===== config.mk =====
export PLATFORM = sky130hd
export DESIGN_NAME = pipelined_cla_adder
export DESIGN_NICKNAME = d
export VERILOG_FILES = /design/src/rtl/pipelined_cla_adder.sv
export SDC_FILE = /design/constraint.sdc
export NUM_CORES = 1
export LEC_CHECK = 0
export ABC_AREA = 0
export CAP_MARGIN = 0
export CORE_MARGIN = 1
export CORE_UTILIZATION = 30
export DETAILED_ROUTE_END_ITERATION = 10
export PLACE_DENSITY_LB_ADDON = 0.1
export RECOVER_POWER = 50
export SYNTH_ARGS = -nofsm -noshare
export SYNTH_HDL_FRONTEND = slang
export SYNTH_SLANG_ARGS = --single-unit

===== constraint.sdc =====
create_clock -name clk -period 4.6 [get_ports clk]
set_input_delay 0.69 -clock clk [delete_from_list [all_inputs] [get_ports clk]]
set_output_delay 0.69 -clock clk [all_outputs]
set_load 0.1 [all_outputs]

===== src/rtl/pipelined_cla_adder.sv =====
// Pipelined carry-lookahead adder/subtractor: one BLOCK-bit lookahead group per stage,
// with operands, partial sums and the group carry travelling together down the pipe.
module pipelined_cla_adder #(
    parameter int WIDTH = 16,
    parameter int BLOCK = 4
) (
    input  logic             clk,
    input  logic             rst,
    input  logic             in_valid,
    output logic             in_ready,
    input  logic [WIDTH-1:0] x,
    input  logic [WIDTH-1:0] y,
    input  logic             cin,
    input  logic             sub,
    output logic             out_valid,
    input  logic             out_ready,
    output logic [WIDTH-1:0] z,
    output logic             cout,
    output logic             ovf
);
    localparam int STAGES = WIDTH / BLOCK;
    // The last group writes straight into z/cout/ovf, so only STAGES-1 stage registers exist.
    localparam int RS = (STAGES > 1) ? STAGES - 1 : 1;

    // Handshake: a beat moves on an edge where valid && ready are both high. The whole
    // pipe advances together whenever the output slot is empty or being drained.
    logic adv;
    logic last_v;
    logic ovf_n;

    logic [RS-1:0]    v_r;
    logic [WIDTH-1:0] a_r [RS];
    logic [WIDTH-1:0] b_r [RS];
    logic [WIDTH-1:0] s_r [RS];
    logic [RS-1:0]    c_r;

    logic [WIDTH-1:0]  a_i [STAGES];
    logic [WIDTH-1:0]  b_i [STAGES];
    logic [WIDTH-1:0]  s_i [STAGES];
    logic [WIDTH-1:0]  s_o [STAGES];
    logic [STAGES-1:0] c_i;
    logic [STAGES-1:0] c_o;

    function automatic logic [BLOCK:0] cla(input logic [BLOCK-1:0] g,
                                           input logic [BLOCK-1:0] p,
                                           input logic c0);
        logic [BLOCK:0] c;
        logic           term;
        c    = '0;
        c[0] = c0;
        for (int i = 1; i <= BLOCK; i++) begin
            term = c0;
            for (int m = 0; m < i; m++) term = term & p[m];
            c[i] = term;
            for (int j = 0; j < i; j++) begin
                term = g[j];
                for (int m = j + 1; m < i; m++) term = term & p[m];
                c[i] = c[i] | term;
            end
        end
        return c;
    endfunction

    assign adv      = (!out_valid || out_ready) && !rst;
    assign in_ready = adv;

    // Subtraction is x + ~y + 1; cin is overridden by the forced carry-in.
    assign a_i[0] = x;
    assign b_i[0] = sub ? ~y : y;
    assign c_i[0] = sub | cin;
    assign s_i[0] = '0;

    for (genvar k = 0; k < STAGES; k++) begin : g_stage
        logic [BLOCK-1:0] ga, gb, g, p;
        logic [BLOCK:0]   c;

        if (k > 0) begin : g_from_reg
            assign a_i[k] = a_r[k-1];
            assign b_i[k] = b_r[k-1];
            assign s_i[k] = s_r[k-1];
            assign c_i[k] = c_r[k-1];
        end

        assign ga     = a_i[k][k*BLOCK +: BLOCK];
        assign gb     = b_i[k][k*BLOCK +: BLOCK];
        assign g      = ga & gb;
        assign p      = ga ^ gb;
        assign c      = cla(g, p, c_i[k]);
        assign s_o[k] = s_i[k] | (WIDTH'(p ^ c[BLOCK-1:0]) << (k * BLOCK));
        assign c_o[k] = c[BLOCK];
    end

    if (STAGES == 1) begin : g_single
        assign last_v = in_valid;
    end else begin : g_multi
        assign last_v = v_r[STAGES-2];
    end

    assign ovf_n = (a_i[STAGES-1][WIDTH-1] == b_i[STAGES-1][WIDTH-1]) &&
                   (s_o[STAGES-1][WIDTH-1] != a_i[STAGES-1][WIDTH-1]);

    always_ff @(posedge clk) begin
        if (rst) begin
            v_r       <= '0;
            out_valid <= 1'b0;
            z         <= '0;
            cout      <= 1'b0;
            ovf       <= 1'b0;
        end else if (adv) begin
            out_valid <= last_v;
            if (last_v) begin
                z    <= s_o[STAGES-1];
                cout <= c_o[STAGES-1];
                ovf  <= ovf_n;
            end
            v_r[0] <= in_valid;
            for (int k = 1; k < RS; k++) v_r[k] <= v_r[k-1];
            for (int k = 0; k < RS; k++) begin
                a_r[k] <= a_i[k];
                b_r[k] <= b_i[k];
                s_r[k] <= s_o[k];
                c_r[k] <= c_o[k];
            end
        end
    end

endmodule

==> results_dict.tcl, run 1 <==
set metrics [dict create \
    synth_top_area_cell "edfxtp_1" \
    ant_nets 0 \
    synth_top_area_share_pct 58.1 \
    synthTopCellsByCount "edfxtp_1 (75), dfxtp_1 (22), xor2_1 (22)" \
    drt_iter0_drc 100 \
    cap_violations 1 \
    maxSlewHeadroom_pct -20.5 \
    synth_seq_cells 97 \
    hold_viol 0 \
    start_kind "primary input" \
    seq_area_frac_synth_pct 69.5 \
    dp_hpwl_um 3850 \
    fin_ws_ps 1470 \
    gp_congestion 0.712 \
    grt_pass1_wl_um 9730 \
    cts_sinks 97 \
    clk_pin_slew_worst_paths_ps 70 \
    fin_util_pct 38.8 \
    r2r_slack_ps 2070 \
    io_pins 58 \
    ys_types 31 \
    synthTopCellsByArea "edfxtp_1 (58%), dfxtp_1 (11%), ha_1 (6.5%)" \
    dp_cells 483 \
    drc 0 \
    fillers 1223 \
    cts_tree "done" \
    criticalPathCategory "primary input to flip-flop" \
    synthMostInstantiatedCell "edfxtp_1" \
    multi_input_area_um2 1090 \
    cts_hold_buf 0 \
    drive_gt1_share_pct 5.81 \
    avgSynthCellArea_um2 14.8 \
    htree_levels 3 \
    ir_worst_vdd_mv 0.171 \
    start_util_pct 30.7 \
    hold_path.class "flip-flop to flip-flop" \
    clock_skew_ps 6.53 \
    portBuffers 57 \
    cts_resized 0 \
    setup_violations 0 \
    area_delta_synth_final_pct 26.3 \
    cts_setup_buffers 0 \
    rsz0062_at_grt "false" \
    die_area_um2 13400 \
    worst_pin_slew_ps 1810 \
    preCtsSetupSlack_ps 1730 \
    drt-total-wl_um 5950 \
    p_leak_nw 1.84 \
    syn_inst 261 \
    num_vias 2038 \
    cts_buffers 9 \
    post_drt_wl_per_cell_um 11.9 \
    cp.arrival_ps 3230 \
    diodes 0 \
    mappedNetlistArea_um2 3870 \
    grt_usage_pct 9.92 \
    worst_setup_path_end_kind "flip-flop" \
    grt_max_degree 76 \
    clk_latency_ps 340 \
    finalSetupTns_ps 0 \
    finalCriticalPeriod_ps 3130 \
    cp.required_ps 4700 \
    core_um2 12600 \
    violations "max-capacitance violations, max-slew violations" \
    total_power_mw 1.93 \
    critPathMaxFanout 17 \
    register_area_um2 2690 \
    grt_overflow_total 0 \
    fin_crit_sh_pct 68.0 \
    vias_per_cell 4.08 \
    drv_slew 76 \
    power.density_nw_per_um2 394 \
    die_height_um 116 \
    async_reset_ff_share_pct 0 \
    yosys_warnings 0 \
    max_freq_ghz 0.320 \
    cts_root_buf "clkbuf_16" \
    placementRows 41 \
    syn-num-nets 323 \
    synth-edff-count 75 \
    fin_nets 384 \
    drtPass1Iterations 4 \
    clock_path_buffers 2 \
    antenna_found_initial 0 \
    synth_ff_type "edfxtp_1" \
    stdcell_count 499 \
    status "finished, violations left" \
    die_w_um 116 \
    grt_pass1_vias 1922 \
]
logic make-up after synthesis:
kind of cell	after synthesis	synth area share, %
xor+xnor	26	5.88
compound gates	43	7.53
simple gates	49	5.98
buf+inv	22	2.58
fa+ha+maj	24	8.53
flops	97	69.5
where the power goes:
group	switching [mW]	internal [mW]	total (mW)
sequential	0.0210	1.03	1.05
clock	0.309	0.365	0.674
combinational	0.115	0.0837	0.199
total	0.445	1.48	1.93
sequential cells by signal (all words and copies together), names as in the netlist:
name / cells
s_r: 24
a_r: 24
ovf: 1
z: 16
cout: 1
v_r: 3
c_r: 3
b_r: 24
out_valid: 1
per-layer routing:
metal	track usage (%)	wire length [um]	vias to the layer above	share of wire, %
met5	0	0	-	0
met4	5.90	155	0	2.6
met3	3.24	325	12	5.5
met2	13.8	2430	53	41
met1	13.4	3050	905	51
li1	-	-	1068	-
cell usage in the layout, fill, tap and decap left out, types with 2 or more instances in the layout:
cell,count
clkbuf_1,3
clkdlybuf4s50_1,41
ha_1,20
fa_1,4
dfxtp_1,22
nor3_1,2
nand3_1,12
clkinvlp_4,2
clkinv_1,3
xnor2_1,4
o211a_1,2
nand2_1,19
nor2b_1,4
inv_1,10
nor2_1,6
a21o_1,4
clkbuf_16,9
edfxtp_1,75
o211ai_1,16
xor2_1,22
a21oi_1,8
dlygate4sd3_1,15
buf_4,2
o21ai_0,7
final timing paths:
kind / end / startpoint / depth (start not counted)
setup / recovery: c_r[0] / sub / 8
hold / removal: s_r[0][32] / s_r[0][16] / 0
setup reg to reg: a_r[0][14] / out_valid / 4
hold reg to reg: s_r[0][32] / s_r[0][16] / 0
metrics by stage:
stage	hold slack, ps	instance area (um^2)
floorplan	400	3880
global placement	401	4630
detailed placement	405	4630
CTS	420	4900
global route	425	4890
finish	418	4890
critical path, stage by stage:
cell	delay [ps]
dlygate4sd3_1	520
clkbuf_1	800
xor2_1	200
ha_1	330
ha_1	170
o21ai_0	200
a21oi_1	130
a21o_1	190
final cells by class:
cell class | count | area share, %
inverter | 12 | 0.921
timing repair buffer | 60 | 11.9
clock inverter | 5 | 0.665
multi-input combinational | 142 | 22.3
tap | 172 | 4.40
sequential | 97 | 55.1
clock buffer | 11 | 4.76
Note: power is estimated with default switching activity, not from simulation.
==> inputs of run 2 (changes only) <==
clock period = 3.1 ns   (was 4.6 ns; I/O delays follow)
==> results_dict.tcl, run 2 (synthesis results as in run 1) <==
set metrics [dict create \
    r2r_end "s_r[0][40]" \
    ir_worst_vdd_mv 0.224 \
    cts_root_buf "clkbuf_16" \
    m1WireLength_um 3050 \
    finalCriticalPeriod_ps 2400 \
    cap_violations 0 \
    hold_depth 0 \
    swShare_pct 22.1 \
    critPathMaxFanout 10 \
    r2r_cells 3 \
    die_height_um 116 \
    start_util_pct 30.7 \
    drtPass1Iterations 4 \
    gp_congestion 0.713 \
    grt_max_degree 76 \
    antenna_found_initial 0 \
    placementRows 41 \
    htree_levels 3 \
    drive_gt1_share_pct 6.38 \
    start_kind "primary input" \
    post_drt_wl_per_cell_um 12.1 \
    hold_path.class "flip-flop to flip-flop" \
    cts_buffers 9 \
    cp.required_ps 3190 \
    worst_setup_path_end_kind "flip-flop" \
    drt_iter0_drc 134 \
    power.density_nw_per_um2 624 \
    r2r-start "out_valid" \
    status "finished, final reports clean" \
    worst_pin_slew_ps 1180 \
    diodes 0 \
    die_area_um2 13400 \
    pwr-share-clk_pct 38.7 \
    drt-total-wl_um 6040 \
    multi_input_area_um2 1080 \
    max_freq_ghz 0.417 \
    hold_viol 0 \
    cts_resized 0 \
    fin_util_pct 38.3 \
    p_comb_share_pct 9.6 \
    fillers 1273 \
    area_delta_synth_final_pct 24.9 \
    clock_path_buffers 2 \
    grt_usage_pct 9.98 \
    met2_length_um 2550 \
    holdWs_ps 418 \
    vias_per_cell 4.16 \
    min_delay_worst_endpoint "a_r[0][46]" \
    switchingPower_mw 0.666 \
    final_common_cell "edfxtp_1" \
    setup_violations 0 \
    cts_hold_buf 0 \
    p_leak_nw 1.84 \
    ant_nets 0 \
    grt_overflow_total 0 \
    dpl_cell_area_um2 4630 \
    met3_length_um 329 \
    drc 0 \
    die_w_um 116 \
    grt_pass1_vias 1946 \
    largestRegisters "a_r x24, b_r x24, s_r x24" \
    cts_setup_buffers 0 \
    startpoint "sub" \
    fin_nets 386 \
    io_pins 58 \
    core_um2 12600 \
    hold_start "a_r[0][30]" \
    post-route-cell-area_um2 4840 \
    r2r_slack_ps 1140 \
    criticalPathCategory "primary input to flip-flop" \
    maxSlewHeadroom_pct 21.9 \
    grt_pass1_wl_um 9860 \
    dp_cells 485 \
    stdcell_count 501 \
    clock_skew_ps 4.30 \
    cts_sinks 97 \
    cp.arrival_ps 2490 \
    maxUsedRoutingLayer "met4" \
    register_area_um2 2690 \
    fin_crit_sh_pct 77.3 \
    internal_power_mw 2.35 \
    drv_slew 0 \
    cts_tree "done" \
    clk_latency_ps 330 \
    portBuffers 57 \
    rsz0062_at_grt "false" \
    num_vias 2085 \
    p_seq_share_pct 51.7 \
    finalSetupTns_ps 0 \
    clk_pin_slew_worst_paths_ps 60 \
    dp_hpwl_um 4050 \
    mostFrequentLayoutCells "edfxtp_1 (75), clkbuf_1 (23), xor2_1 (22), clkdlybuf4s50_1 (22), dfxtp_1 (21)" \
]
## run 2: cell types whose count changed in the layout (fill, tap and decap cells not counted), moves of 2 or more
| cell | delta |
|---|---|
| clkinvlp_4 | -2 |
| clkdlybuf4s50_1 | -19 |
| buf_4 | -2 |
| bufinv_16 | +2 |
| clkinv_2 | +2 |
| clkbuf_1 | +20 |
## run 2: cell type report
cell class	count	area share, %
timing repair buffer	62	10.0
clock buffer	9	4.66
clock inverter	7	1.91
tap	172	4.45
inverter	12	0.931
multi-input combinational	142	22.3
sequential	97	55.7
## run 2: worst max path at each step
stage                      endpoint  slack, ps  cells past startpoint
final                        c_r[0]        700                      7
after global routing      s_r[0][3]        510                      7
after CTS                    c_r[0]       1010                      7
after detailed placement     c_r[0]        650                      7
after global placement       c_r[0]        670                      7
after floorplan            in_ready        200                      3
## run 2: power groups by stage
stage / Clock (mW) / Sequential (mW) / Combinational, mW
after detailed placement: 0 / 1.59 / 0.310
after floorplan: 0 / 1.63 / 0.158
final: 1.17 / 1.56 / 0.289
after CTS: 1.21 / 1.56 / 0.311
after global routing: 1.26 / 1.57 / 0.325
after global placement: 0 / 1.59 / 0.307
## run 2: worst max-delay path, stage by stage
cell,delay [ps]
dlygate4sd3_1,600
clkbuf_1,580
xor2_1,140
ha_1,340
nor2_1,110
a21oi_1,60
a21o_1,180
## run 2: through the flow
stage	total power, mW	worst slack [ps]
global placement	1.90	671
floorplan	1.79	197
finish	3.02	705
CTS	3.08	1010
global route	3.15	507
detailed placement	1.90	646
## run 2: metal layers
metal	GRT usage [%]	vias up
li1	-	1074
met1	13.8	953
met2	13.7	52
met3	3.14	6
met4	5.90	0
met5	0	-
